`config.mk`:
```
export PLATFORM = sky130hd
export DESIGN_NAME = mcoi_reset_sequencer
export DESIGN_NICKNAME = d
export VERILOG_FILES = /design/src/rtl/mcoi_reset_sequencer.sv
export SDC_FILE = /design/constraint.sdc
export NUM_CORES = 1
export LEC_CHECK = 0
export ABC_AREA = 1
export BUFFER_PORTS_ARGS = -buffer_cell sky130_fd_sc_hd__buf_2
export CELL_PAD_IN_SITES_DETAIL_PLACEMENT = 0
export CELL_PAD_IN_SITES_GLOBAL_PLACEMENT = 1
export CORE_ASPECT_RATIO = 1.4
export CORE_MARGIN = 1
export CORE_UTILIZATION = 40
export CTS_BUF_LIST = sky130_fd_sc_hd__clkbuf_16
export DETAILED_ROUTE_END_ITERATION = 8
export GPL_TIMING_DRIVEN = 0
export PLACE_DENSITY_LB_ADDON = 0.25
export SYNTH_ARGS = -nofsm -noshare
export SYNTH_HDL_FRONTEND = slang
export SYNTH_SLANG_ARGS = --single-unit
```
`constraint.sdc`:
```
create_clock -name clk_ik -period 2.5 [get_ports clk_ik]
set_clock_uncertainty 0.1 [all_clocks]
set_input_delay 0.5 -clock clk_ik [delete_from_list [all_inputs] [get_ports clk_ik]]
set_output_delay 0.5 -clock clk_ik [all_outputs]
set_load 0.05 [all_outputs]
```
`src/rtl/mcoi_reset_sequencer.sv`:
```
// Sequenced multi-domain reset generator: synchronises and debounces reset-request sources,
// then releases domain resets in order with fixed spacing; keeps event count and cause flags.
module mcoi_reset_sequencer #(
   parameter int unsigned          NUM_SRC         = 3,
   parameter logic [NUM_SRC-1:0]   SRC_ACTIVE_HIGH = 3'b011,
   parameter int unsigned          NUM_DOM         = 3,
   parameter int unsigned          FILTER_LEN      = 16,
   parameter int unsigned          HOLDOFF         = 256,
   parameter int unsigned          STAGE_DLY       = 64,
   parameter int unsigned          CNT_W           = 16
) (
   input  logic               clk_ik,
   input  logic               rst_ir,
   input  logic [NUM_SRC-1:0] src_i,
   input  logic               clear_i,
   output logic [NUM_DOM-1:0] rst_o,
   output logic               ready_o,
   output logic [NUM_SRC-1:0] cause_o,
   output logic [CNT_W-1:0]   reset_count_o
);

   localparam logic [15:0]        FLT_LAST  = 16'(FILTER_LEN - 1);
   localparam logic [15:0]        HOLDOFF_L = 16'(HOLDOFF);
   localparam logic [15:0]        STAGE_L   = 16'(STAGE_DLY - 1);
   localparam logic [NUM_DOM-1:0] DOM_ONES  = '1;

   typedef enum logic [1:0] {
      ST_HOLD,
      ST_QUIET,
      ST_RELEASE,
      ST_RUN
   } state_t;

   state_t             state_q;
   logic [NUM_SRC-1:0] sync1_q;
   logic [NUM_SRC-1:0] sync2_q;
   logic [NUM_SRC-1:0] req_raw;
   logic [NUM_SRC-1:0] req_f_q;
   logic [15:0]        flt_cnt_q [NUM_SRC];
   logic               req;
   logic [15:0]        tmr_q;
   logic [NUM_DOM-1:0] rst_q;
   logic               ready_q;
   logic [NUM_SRC-1:0] cause_q;
   logic [CNT_W-1:0]   cnt_q;

   always_comb begin
      req_raw = sync2_q ~^ SRC_ACTIVE_HIGH;
      req     = |req_f_q;
   end

   // Synchronisers come out of reset holding the "request" level so nothing is released
   // until every source has been seen quiet for a full filter window.
   always_ff @(posedge clk_ik) begin
      if (rst_ir) begin
         sync1_q <= SRC_ACTIVE_HIGH;
         sync2_q <= SRC_ACTIVE_HIGH;
         req_f_q <= '1;
         for (int unsigned i = 0; i < NUM_SRC; i++)
            flt_cnt_q[i] <= '0;
      end else begin
         sync1_q <= src_i;
         sync2_q <= sync1_q;
         for (int unsigned i = 0; i < NUM_SRC; i++) begin
            if (req_raw[i] == req_f_q[i]) begin
               flt_cnt_q[i] <= '0;
            end else if (flt_cnt_q[i] == FLT_LAST) begin
               req_f_q[i]   <= ~req_f_q[i];
               flt_cnt_q[i] <= '0;
            end else begin
               flt_cnt_q[i] <= flt_cnt_q[i] + 16'd1;
            end
         end
      end
   end

   always_ff @(posedge clk_ik) begin
      if (rst_ir) begin
         state_q <= ST_HOLD;
         tmr_q   <= '0;
         rst_q   <= '1;
         ready_q <= 1'b0;
         cause_q <= '0;
         cnt_q   <= '0;
      end else begin
         if (clear_i)
            cause_q <= '0;
         case (state_q)
            ST_HOLD: begin
               rst_q   <= '1;
               ready_q <= 1'b0;
               if (!req) begin
                  state_q <= ST_QUIET;
                  tmr_q   <= HOLDOFF_L;
               end
            end
            ST_QUIET: begin
               if (req) begin
                  state_q <= ST_HOLD;
               end else if (tmr_q == 16'd0) begin
                  state_q <= ST_RELEASE;
                  rst_q   <= DOM_ONES << 1;
                  tmr_q   <= STAGE_L;
               end else begin
                  tmr_q <= tmr_q - 16'd1;
               end
            end
            ST_RELEASE, ST_RUN: begin
               if (req) begin
                  // Reset event; a coinciding clear drops old causes but keeps this one.
                  state_q <= ST_HOLD;
                  rst_q   <= '1;
                  ready_q <= 1'b0;
                  if (cnt_q != '1)
                     cnt_q <= cnt_q + CNT_W'(1);
                  cause_q <= clear_i ? req_f_q : (cause_q | req_f_q);
               end else if (state_q == ST_RELEASE) begin
                  if (tmr_q != 16'd0) begin
                     tmr_q <= tmr_q - 16'd1;
                  end else if (!rst_q[NUM_DOM-1]) begin
                     state_q <= ST_RUN;
                     ready_q <= 1'b1;
                  end else begin
                     rst_q <= rst_q << 1;
                     tmr_q <= STAGE_L;
                  end
               end
            end
            default: state_q <= ST_HOLD;
         endcase
      end
   end

   assign rst_o         = rst_q;
   assign ready_o       = ready_q;
   assign cause_o       = cause_q;
   assign reset_count_o = cnt_q;

endmodule

```
Word level (Yosys, flattened, before mapping)
Memories as Yosys holds them, arrays and structs flattened.
Cells that the tools add are included.
Word-level totals
  register bits after elaboration: 50
  RAM bits: 48
  bits of input ports: 6
  output and inout port bits: 23
  logic and storage cells: 147
  memories: 1
Memories
  flt_cnt_q: words 3, width 16, read ports 3, clocked after Yosys merged registers in 0, write ports 3, RTL line 39  | logic [15:0] flt_cnt_q [NUM_SRC];
Cells by class
  add/sub/neg operators: 5
  eq/ne operators: 21
  multiplexer cells: 76
  bitwise logic cells: 17
  reductions and logical operators: 15
Operators with widths (number)
  two-way mux 16 bit: 16
  adder 16 x 1 -> 16 bit (second input constant): 4
  == test 16 x 4 -> 1 bit (second input constant): 3
  case mux 16 bit (3 select lines): 1
  two-way mux 1 bit: 39
  two-way mux 3 bit: 10
  inequality test 3 bit (second input constant): 6
  logical NOT 16 bit: 1
  inequality test 16 bit (second input constant): 1
  nonzero test 16 bit: 1
  subtractor 16 x 1 -> 16 bit (second input constant): 1
  AND reduction 5 bit: 3
  two-way mux 2 bit: 7
  inequality test 2 bit (second input constant): 5
  bitwise OR 1 bit: 9
  case mux 3 bit (3 select lines): 1
  AND reduction 4 bit: 2
  NOT 1 bit: 7
  case mux 2 bit (3 select lines): 1
  AND reduction 2 bit: 3
  == test 2 bit (second input constant): 2
  == test 1 bit: 3
  bitwise OR 3 bit: 1
  AND reduction 3 bit: 1
  6 further kinds: 6

Longest topological paths before layout
Gate-level depths: netlist (run 1).
  word-level depth: 8
  depth in mapped cells: 12
  mapped depth without buffers: 12

Worst setup path after synthesis (run 1)
Ideal clock, no wire load.
  kind: flip-flop to flip-flop
  start point: register cnt_q[1] (netlist: reset_count_o[1])
  end point: register cnt_q[11] (netlist: reset_count_o[11])
  setup time: 0.135 ns
  arrival: 1.792 ns
  required time: 2.265 ns
  setup slack: 0.473 ns
  cell stages (with the launch flop): 12
  path buffers: 1
  clock period less this slack: 2.027 ns
  cell sequence: dfxtp_1 -> ha_1 -> nand2_1 -> inv_1 -> nand2_1 -> nor2_1 -> nand2_1 -> nand2_1 -> nand2_1 -> buf_4 -> nand2_1 -> a21oi_1
Between the ends
  cells in the longest elaborated chain, start to end: 2
  elaborated cells on any way between the ends: 3
  classes of those cells: 1 x add/sub; 1 x eq/ne; 1 x reduce/logical
RTL lines
  from (decl): RTL line 45  | logic [CNT_W-1:0] cnt_q;
  from (signal assigned): RTL line 115  | cnt_q <= cnt_q + CNT_W'(1);
  branches (longest 2 deep; another with adder 16 x 1 -> 16 bit)
Parallel ways; which one is timed is not known.
A chain may end at the register's enable or synchronous reset.

==> results.md, run 1 <==
- Antenna violations before repair: 0
- CP required: 2.48 ns
- Root Buffer: clkbuf_16
- P&R area growth vs syn: 15.8%
- Die Y: 140 um
- Clock buffer depth: 2
- Post-synth top area share: 26.3%
- Initial Util: 40.9%
- Port Buf Inserts: 28
- Seq/Total Area, Yosys: 44.6%
- Post-CTS Setup Bufs: 0
- RSZ-0062 raised after global routing: no
- Setup violators final: 0
- Part of the cycle the worst path needs: 86.8%
- TritonCTS clock tree: built
- Clock latency on the worst-skew pair: 0.35 ns
- Synth Area in XOR/XNOR: 2.88%
- GP Congestion: 0.903
- Num ports: 29
- Synth area leader: edfxtp_1
- Cell variety after synth: 36
- Layout cells sized above 1: 10.2%
- Placed cells: 993
- Diode count: 0
- Compound-Gate Fraction of Synth Area: 7.45%
- Hold_buf cts: 0
- Final count of hold timing violations: 0
- Die Wd: 101 um
- Max Cap Viol: 0
- Grt ovf: 0
- Finished Core Util: 47.4%
- R2r setup slk: 0.33 ns
- Peak VDD IR: 0.284 mV
- Post-route DRC: 0
- Status: complete, no violations
- Final wirelength: 12600 um
- # H-tree levels: 3
- Crit Path Max Fanout: 10
- CP Capture Type: flop
- Core area: 13400 um2
- Vias in the first global route: 4658
- Final setup margin: 0.329 ns
- Worst setup SP type: flop
- Seq. cell area: 2440 um2
- Setup TNS: 0 ns
- Post-CTS sizing: 0
- Via/cell ratio: 4.73
- Tmin final: 2.17 ns
- Die area: 14200 um2
- DRT Pass-1 Iters: 5
- Gr usage total: 18.8%
- Synth area leaders: edfxtp_1 (26%), dfxtp_1 (18%), nand2_1 (13%), nor2_1 (6.8%), inv_1 (6.5%)
- Critical path class: reg -> reg
- Initial DRC Count: 136
- Antenna viol nets, final: 0
- Final HPWL DP: 9520 um
- Layout net count: 834
- Largest family of logic cells by synthesized area: simple AND/OR/NAND/NOR gates
- Simple-gate area share of the yosys netlist: 35.7%
- CTS buffer count: 9
- Clock slew at reported path FFs: 0.07 ns
- Post-Syn Area: 5480 um2
- Final Max Tran Viols: 0
- Clock sinks: 98
- Post-synthesis mux area share: 0%
- Routed via count: 4776
- Avg Cell Area, Syn: 7.44 um2
- Pin count of the biggest net entering global routing: 17
- Synth warn: 0
- Area of the multi-input gates: 2780 um2
- WL/cell: 12.4 um
- FILL cells: 1374
- # rows: 50
- Worst min path class: in -> reg
- Flops & latches, synth: 98
- Cells after synthesis: 736
- Fin cells: 1009
- P per Cell Area: 531 nW/um2
- CP Data Arrival Time: 2.15 ns
- Relative slew slack: 52.4%
- Worst-Margin Slew: 0.714 ns
- Leak Pwr: 2.73 nW
- Global-route wire length before repair: 21000 um
- Maximum clock rate: 461 MHz
- Place WS: 0.168 ns
- Adder-cell share of the synthesized area: 1.37%
==> cell type report <==
cell class,count,share of cell area (%)
repair buffers,28,2.21
flip-flops and latches,98,38.5
well taps,182,3.59
multi-input cells,576,43.8
clock inverters,7,1.48
inverters,95,5.62
clock buffers,9,3.55
plain buffers,14,1.24
==> per-layer routing <==
metal | wire [um] | track usage (%)
met5 | 0 | 0
met4 | 193 | 6.56
met3 | 362 | 3.54
met2 | 6320 | 33.9
met1 | 5680 | 22.0
==> cell usage after synthesis <==
cell      instances
a21oi_1          45
a21oi_2           4
a31oi_1           2
and2_1            1
and3b_1           1
buf_1             2
buf_2             6
buf_4             2
buf_8             1
clkbuf_1          3
conb_1            1
dfxtp_1          50
edfxtp_1         48
ha_1              6
inv_1            95
nand2_1         183
nand2_2           6
nand2_4           2
nand3_1          53
nand3_2           1
nand3b_1          3
nand4_1          19
nor2_1           99
nor2_2            5
nor2_4            5
nor3_1           27
nor3_4            2
nor3b_1           9
nor4_1            6
o211ai_1          4
o21a_1            2
o21ai_0          17
o21ai_1           1
or2_2             7
xnor2_1           7
xor2_1           11
==> power breakdown <==
part	switching, mW	total [mW]	internal, mW
logic	0.0798	0.113	0.0336
clock network	0.625	1.50	0.879
registers	0.0310	1.75	1.72
==> kinds of logic (layout without fill, tap and decap cells) <==
| family | after synthesis | count (layout) |
|---|---|---|
| XOR/XNOR | 18 | 18 |
| AND/OR/NAND/NOR | 429 | 429 |
| adder cells (fa/ha/maj) | 6 | 6 |
| buffers and inverters | 109 | 153 |
| flip-flops | 98 | 98 |
| AO/OA/AOI/OAI | 75 | 75 |
| other | 1 | 48 |
==> stage by stage <==
stage	area (um2)	power, mW	hold WS, ns
after CTS	6340	3.41	0.234
after global placement	6020	1.90	0.296
after detailed placement	6020	1.90	0.296
final	6340	3.37	0.237
after floorplan	5650	1.86	0.288
after global routing	6340	3.49	0.244
==> layout by cell type (no fill, tap or decap), types with 4 or more instances in the layout <==
master       n
a21oi_1     45
ha_1         6
nor2_1      99
nand2_2      6
buf_2       34
nand2_1    183
o211ai_1     4
o21ai_0     17
a21oi_2      4
conb_1      48
nor2_4       5
nand3_1     53
xor2_1      11
edfxtp_1    48
inv_1       96
nor3_1      27
nor4_1       6
xnor2_1      7
nor2_2       5
dfxtp_1     50
nand4_1     19
nor3b_1      9
or2_2        7
clkbuf_16    9
==> sequential cells by signal (all words and copies together), names as in the netlist <==
register and count:
state_q 2, cause_o 3, tmr_q 16, req_f_q 3
flt_cnt_q 48, sync2_q 3, rst_o 3, sync1_q 3
ready_o 1, reset_count_o 16
==> critical path: stages (launching register included) <==
cell and delay [ns]:
edfxtp_1 0.51, nor4_1 0.49, nand3_1 0.24, nand2_1 0.27, buf_4 0.23, nor3_1 0.06
==> worst paths after layout <==
check | end | cells past startpoint | from
max | flt_cnt_q[1][8] | 5 | flt_cnt_q[1][9]
min | sync1_q[0] | 2 | src_i[0]
max reg2reg | flt_cnt_q[1][8] | 5 | flt_cnt_q[1][9]
min reg2reg | sync2_q[0] | 1 | sync1_q[0]
(Power assumes the default switching activity.)
==> run 2, diff against run 1 <==
--- a/config.mk
+++ b/config.mk
@@ -15,7 +15,7 @@
 export CTS_BUF_LIST = sky130_fd_sc_hd__clkbuf_16
 export DETAILED_ROUTE_END_ITERATION = 8
 export GPL_TIMING_DRIVEN = 0
-export PLACE_DENSITY_LB_ADDON = 0.25
+export PLACE_DENSITY = 0.81
 export SYNTH_ARGS = -nofsm -noshare
 export SYNTH_HDL_FRONTEND = slang
 export SYNTH_SLANG_ARGS = --single-unit
==> run 2 against run 1 <==
Effect of this change:
- flip-flop and latch count unchanged
- combinational power about the same
- routed wire length is 3.4% lower
- non-clock buffer count unchanged
- largest power group unchanged
==> results.md, run 2 (synthesis gave the netlist of run 1 again) <==
- Post-CTS Setup Bufs: 0 (unchanged)
- Final Cell Area: 6270 um2 (-1.0%)
- Final wirelength: 12100 um (-3.4%)
- Clock slew at reported path FFs: 0.06 ns (about the same)
- Setup violators final: 0 (unchanged)
- Top Family by Delay on Critical Path: simple AND/OR/NAND/NOR gates
- Final HPWL DP: 9310 um (-2.2%)
- Layout cells sized above 1: 9.67% (-0.48 points)
- Grt ovf: 0 (unchanged)
- Clock sinks: 98 (unchanged)
- Placed cells: 993 (unchanged)
- Fin cells: 1009 (unchanged)
- Final count of hold timing violations: 0 (unchanged)
- Diode count: 0 (unchanged)
- Initial Util: 40.9% (unchanged)
- Worst path bufs/invs: 2 (+1)
- Setup TNS: 0 ns (unchanged)
- Critical path class: reg -> reg
- Port Buf Inserts: 28 (unchanged)
- Worst setup SP type: flop
- Post-CTS sizing: 0 (unchanged)
- Slowest-stage cell, CP: edfxtp_1
- Global-route wire length before repair: 20500 um (-2.7%)
- CP Data Arrival Time: 2.08 ns (-0.07 ns)
- CP Capture Type: flop
- CTS buffer count: 9 (unchanged)
- TritonCTS clock tree: built
- WL/cell: 12.0 um (-3.4%)
- Initial DRC Count: 170 (+25%)
- Crit Path Max Fanout: 10 (unchanged)
- # rows: 50 (unchanged)
- Tmin final: 2.11 ns (-0.0654 ns)
- RSZ-0062 raised after global routing: no
- DRT Pass-1 Iters: 5 (unchanged)
- GP Congestion: 0.872 (-3.5%)
- Die Y: 140 um (unchanged)
- Max reg flops: 48 (unchanged)
- Layout net count: 834 (unchanged)
- Part of the cycle the worst path needs: 84.2% (-2.6 points)
- Hold_buf cts: 0 (unchanged)
- Vias in the first global route: 4474 (-4.0%)
- Finished Core Util: 46.9% (-0.49 points)
- Top reg by flops: flt_cnt_q
- Most frequent cells in the layout: nand2_1 (183), nor2_1 (99), inv_1 (97)
- Slowest Stage Delay on Critical Path: 0.38 ns (-0.13 ns)
- Antenna viol nets, final: 0 (unchanged)
- Die area: 14200 um2 (unchanged)
- Relative slew slack: 53.6% (+1.2 points)
- Status: complete, no violations
- Pin count of the biggest net entering global routing: 15 (-2)
- Via/cell ratio: 4.72 (-0.29%)
- Die Wd: 101 um (unchanged)
- Worst-Margin Slew: 0.696 ns (-0.0184 ns)
- Commonest non-fill, non-tap cell in the layout: nand2_1
- Num ports: 29 (unchanged)
- P per Cell Area: 491 nW/um2 (-7.5%)
- Clock buffer depth: 2 (unchanged)
- Root Buffer: clkbuf_16
- Hold_ws: 0.248 ns (+0.0111 ns)
- CP required: 2.47 ns (about the same)
- Clock latency on the worst-skew pair: 0.34 ns (about the same)
- Final Max Tran Viols: 0 (unchanged)
- Peak VDD IR: 0.271 mV (-4.6%)
- # H-tree levels: 3 (unchanged)
- Maximum clock rate: 475 MHz (+3.1%)
- Core area: 13400 um2 (unchanged)
- Post-route DRC: 0 (unchanged)
- P&R area growth vs syn: 14.6%
- Leak Pwr: 2.69 nW (-1.3%)
- Max Cap Viol: 0 (unchanged)
- Placed instance area: 6020 um2 (unchanged)
- Worst min path class: in -> reg
- Gr usage total: 18.1% (-0.69 points)
- CP cell instances: ha_1 -> nand2_1 -> nor2_1 -> inv_1 -> nor2_1 -> nand3_1 -> nand2_1 -> buf_4 -> nor3_1
- Routed via count: 4762 (-0.29%)
- Antenna violations before repair: 0 (unchanged)
==> run 2: cell types whose count changed in the layout (fill, tap and decap cells not counted), sizes merged <==
cell      delta
bufinv       -2
clkinvlp     +2
==> run 2: path summary, 6_finish.rpt <==
path	start	end	slack [ns]	cells after the start
worst min register to register	sync1_q[1]	sync2_q[1]	0.31	1
worst max-delay path	flt_cnt_q[1][0]	flt_cnt_q[1][8]	0.39	9
worst min-delay path	src_i[1]	sync1_q[1]	0.25	2
worst max register to register	flt_cnt_q[1][0]	flt_cnt_q[1][8]	0.39	9
==> run 2: cell type report <==
| cell class | instances | area [um2] |
|---|---|---|
| clock buffers | 9 | 225 |
| fillers | 1416 | 7110 |
| flip-flops and latches | 98 | 2440 |
| multi-input cells | 576 | 2780 |
| well taps | 182 | 228 |
| clock inverters | 7 | 28.8 |
| repair buffers | 28 | 140 |
| plain buffers | 14 | 78.8 |
| inverters | 95 | 357 |
==> run 2: routing by layer <==
layer  up-vias  GRT usage, %  wire [um]
met1      2161          22.5       5440
met2        66          31.7       6190
met5         -             0          0
met3         6          2.94        395
met4         0          5.72         95
li1       2529             -          -
==> run 2: metrics by stage <==
| step | worst slack [ns] | power, mW |
|---|---|---|
| 4_1_cts | 0.330 | 3.13 |
| 3_5_place_dp | 0.233 | 1.90 |
| 2_1_floorplan | 0.473 | 1.86 |
| 3_3_place_gp | 0.249 | 1.89 |
| 6_report | 0.395 | 3.08 |
| 5_1_grt | 0.146 | 3.22 |
==> run 2: where the power goes <==
group,switching (mW),total [mW],internal [mW]
Clock,0.568,1.22,0.652
Sequential,0.0305,1.75,1.72
Combinational,0.0787,0.112,0.0335
Total,0.677,3.08,2.41
==> run 3, diff against run 2 <==
==> constraint.sdc (replaced) <==
create_clock -name clk_ik -period 2.1 [get_ports clk_ik]
set_clock_uncertainty 0.1 [all_clocks]
set_input_delay 0.42 -clock clk_ik [delete_from_list [all_inputs] [get_ports clk_ik]]
set_output_delay 0.42 -clock clk_ik [all_outputs]
set_load 0.05 [all_outputs]
==> run 3 against run 2 <==
Effect of this change:
- sequential power is 19% higher
- maximum frequency grew 8.2%
- sequential share of layout area shrank 0.29 points
- clock-buffer cell count did not move
- critical path depth shrank 1
- via count rose by 0.59%
- utilization rose by 0.35 points
- highest routed layer unchanged
==> results.md, run 3 (synthesis gave the netlist of run 1 again) <==
- GP Congestion: 0.872 (unchanged)
- Hold_buf cts: 0 (unchanged)
- Place WS: -0.0867 ns (-0.320 ns)
- Die Wd: 101 um (unchanged)
- Max reg flops: 48 (unchanged)
- Status: complete, no violations
- CP cell instances: ha_1 -> nand2_1 -> nor2_4 -> nand2_2 -> nor3_4 -> nand2_2 -> nor3b_2 -> nor3_1
- Post-route DRC: 0 (unchanged)
- Fin cells: 1009 (unchanged)
- Setup violators final: 0 (unchanged)
- CP Data Arrival Time: 1.93 ns (-0.15 ns)
- Final Cell Area: 6320 um2 (+0.74%)
- P per Cell Area: 581 nW/um2 (+18%)
- Most frequent cells in the layout: nand2_1 (180), inv_1 (97), nor2_1 (96)
- Relative slew slack: 50.8% (-2.8 points)
- WL/cell: 12.1 um (+0.40%)
- Met3 Resource Use GR: 2.94% (unchanged)
- Diode count: 0 (unchanged)
- DRT Pass-1 Iters: 5 (unchanged)
- Max Cap Viol: 0 (unchanged)
- # rows: 50 (unchanged)
- Root Buffer: clkbuf_16
- Tmin final: 1.95 ns (-0.159 ns)
- Worst min path class: in -> reg
- Final setup margin: 0.154 ns (-0.241 ns)
- Hold_ws: 0.169 ns (-0.0797 ns)
- Clock buffer depth: 2 (unchanged)
- Vias in the first global route: 4480 (+0.13%)
- Peak VDD IR: 0.323 mV (+19%)
- Clock slew at reported path FFs: 0.06 ns (about the same)
- Post-CTS Setup Bufs: 0 (unchanged)
- GRT busiest layer: met2
- Placed instance area: 6020 um2 (unchanged)
- Final Max Tran Viols: 0 (unchanged)
- Most repeated library cell on the critical path: nand2_2
- Worst-Margin Slew: 0.738 ns (+0.0423 ns)
- Maximum clock rate: 514 MHz (+8.2%)
- Global-route wire length before repair: 20500 um (+0.10%)
- Final total power: 3.67 mW (+19%)
- # H-tree levels: 3 (unchanged)
- Num ports: 29 (unchanged)
- Pin count of the biggest net entering global routing: 15 (unchanged)
- Setup TNS: 0 ns (unchanged)
- Grt ovf: 0 (unchanged)
- Clock latency on the worst-skew pair: 0.34 ns (about the same)
- Critical path class: reg -> reg
- P&R area growth vs syn: 15.4%
- Routed via count: 4790 (+0.59%)
- Placed cells: 993 (unchanged)
- Worst setup SP type: flop
- RSZ-0062 raised after global routing: yes
- Antenna viol nets, final: 0 (unchanged)
- Via/cell ratio: 4.75 (+0.59%)
- Layout net count: 834 (unchanged)
- Core area: 13400 um2 (unchanged)
- Initial DRC Count: 160 (-5.9%)
- CP required: 2.09 ns (-0.38 ns)
- Met1 usage: 22.4% (-0.095 points)
- Final count of hold timing violations: 0 (unchanged)
- Final wirelength: 12200 um (+0.40%)
- CTS buffer count: 9 (unchanged)
- Finished Core Util: 47.2% (+0.35 points)
- Leak Pwr: 2.69 nW (+0.13%)
- Slowest Stage Delay on Critical Path: 0.40 ns (+0.02 ns)
- Crit Path Max Fanout: 5 (-5)
- Gr usage total: 18.1% (unchanged)
- Part of the cycle the worst path needs: 92.7% (+8.5 points)
- Slowest-stage cell, CP: edfxtp_1
- Commonest non-fill, non-tap cell in the layout: nand2_1
- Clock sinks: 98 (unchanged)
- CP Capture Type: flop
- Top Family by Delay on Critical Path: simple AND/OR/NAND/NOR gates
- Port Buf Inserts: 28 (unchanged)
- Die Y: 140 um (unchanged)
- Worst path bufs/invs: 0 (-2)
- Initial Util: 40.9% (unchanged)
- Met2 Use GR: 31.8% (+0.11 points)
- Top reg by flops: flt_cnt_q
- TritonCTS clock tree: built
- Final HPWL DP: 9310 um (unchanged)
- Die area: 14200 um2 (unchanged)
- Layout cells sized above 1: 11.0% (+1.3 points)
- Antenna violations before repair: 0 (unchanged)
## run 3: final cells by class
cell class / count / area, um2
buffer: 14 / 78.8
clock buffer: 9 / 225
clock inverter: 7 / 28.8
fill: 1411 / 7070
inverter: 95 / 357
multi-input combinational: 576 / 2820
sequential: 98 / 2440
tap: 182 / 228
timing repair buffer: 28 / 140
## run 3: power by group
part	internal, mW	leakage (nW)	switching (mW)
combinational	0.0407	1.67	0.0964
clock	0.777	0.126	0.676
sequential	2.05	0.900	0.0371
## run 3: worst paths after layout
kind / to / slack (ns) / cells after the start / start
setup / recovery: flt_cnt_q[0][14] / 0.15 / 8 / flt_cnt_q[0][0]
hold / removal: sync1_q[1] / 0.17 / 2 / src_i[1]
setup reg to reg: flt_cnt_q[0][14] / 0.15 / 8 / flt_cnt_q[0][0]
hold reg to reg: sync2_q[1] / 0.31 / 1 / sync1_q[1]
## run 3: repair_timing
| action | CTS | global route |
|---|---|---|
| pin swaps | 0 | 1 |
| endpoints found under the setup margin | 10 | 34 |
| gates cloned | 0 | 0 |
| gates resized for setup | 2 | 10 |
## run 3: layer usage
metal  up-vias  part of all wire [%]
met4         0                  0.95
met5         -                     0
met3         8                   3.3
met2        69                    51
met1      2185                    45
li1       2528                     -
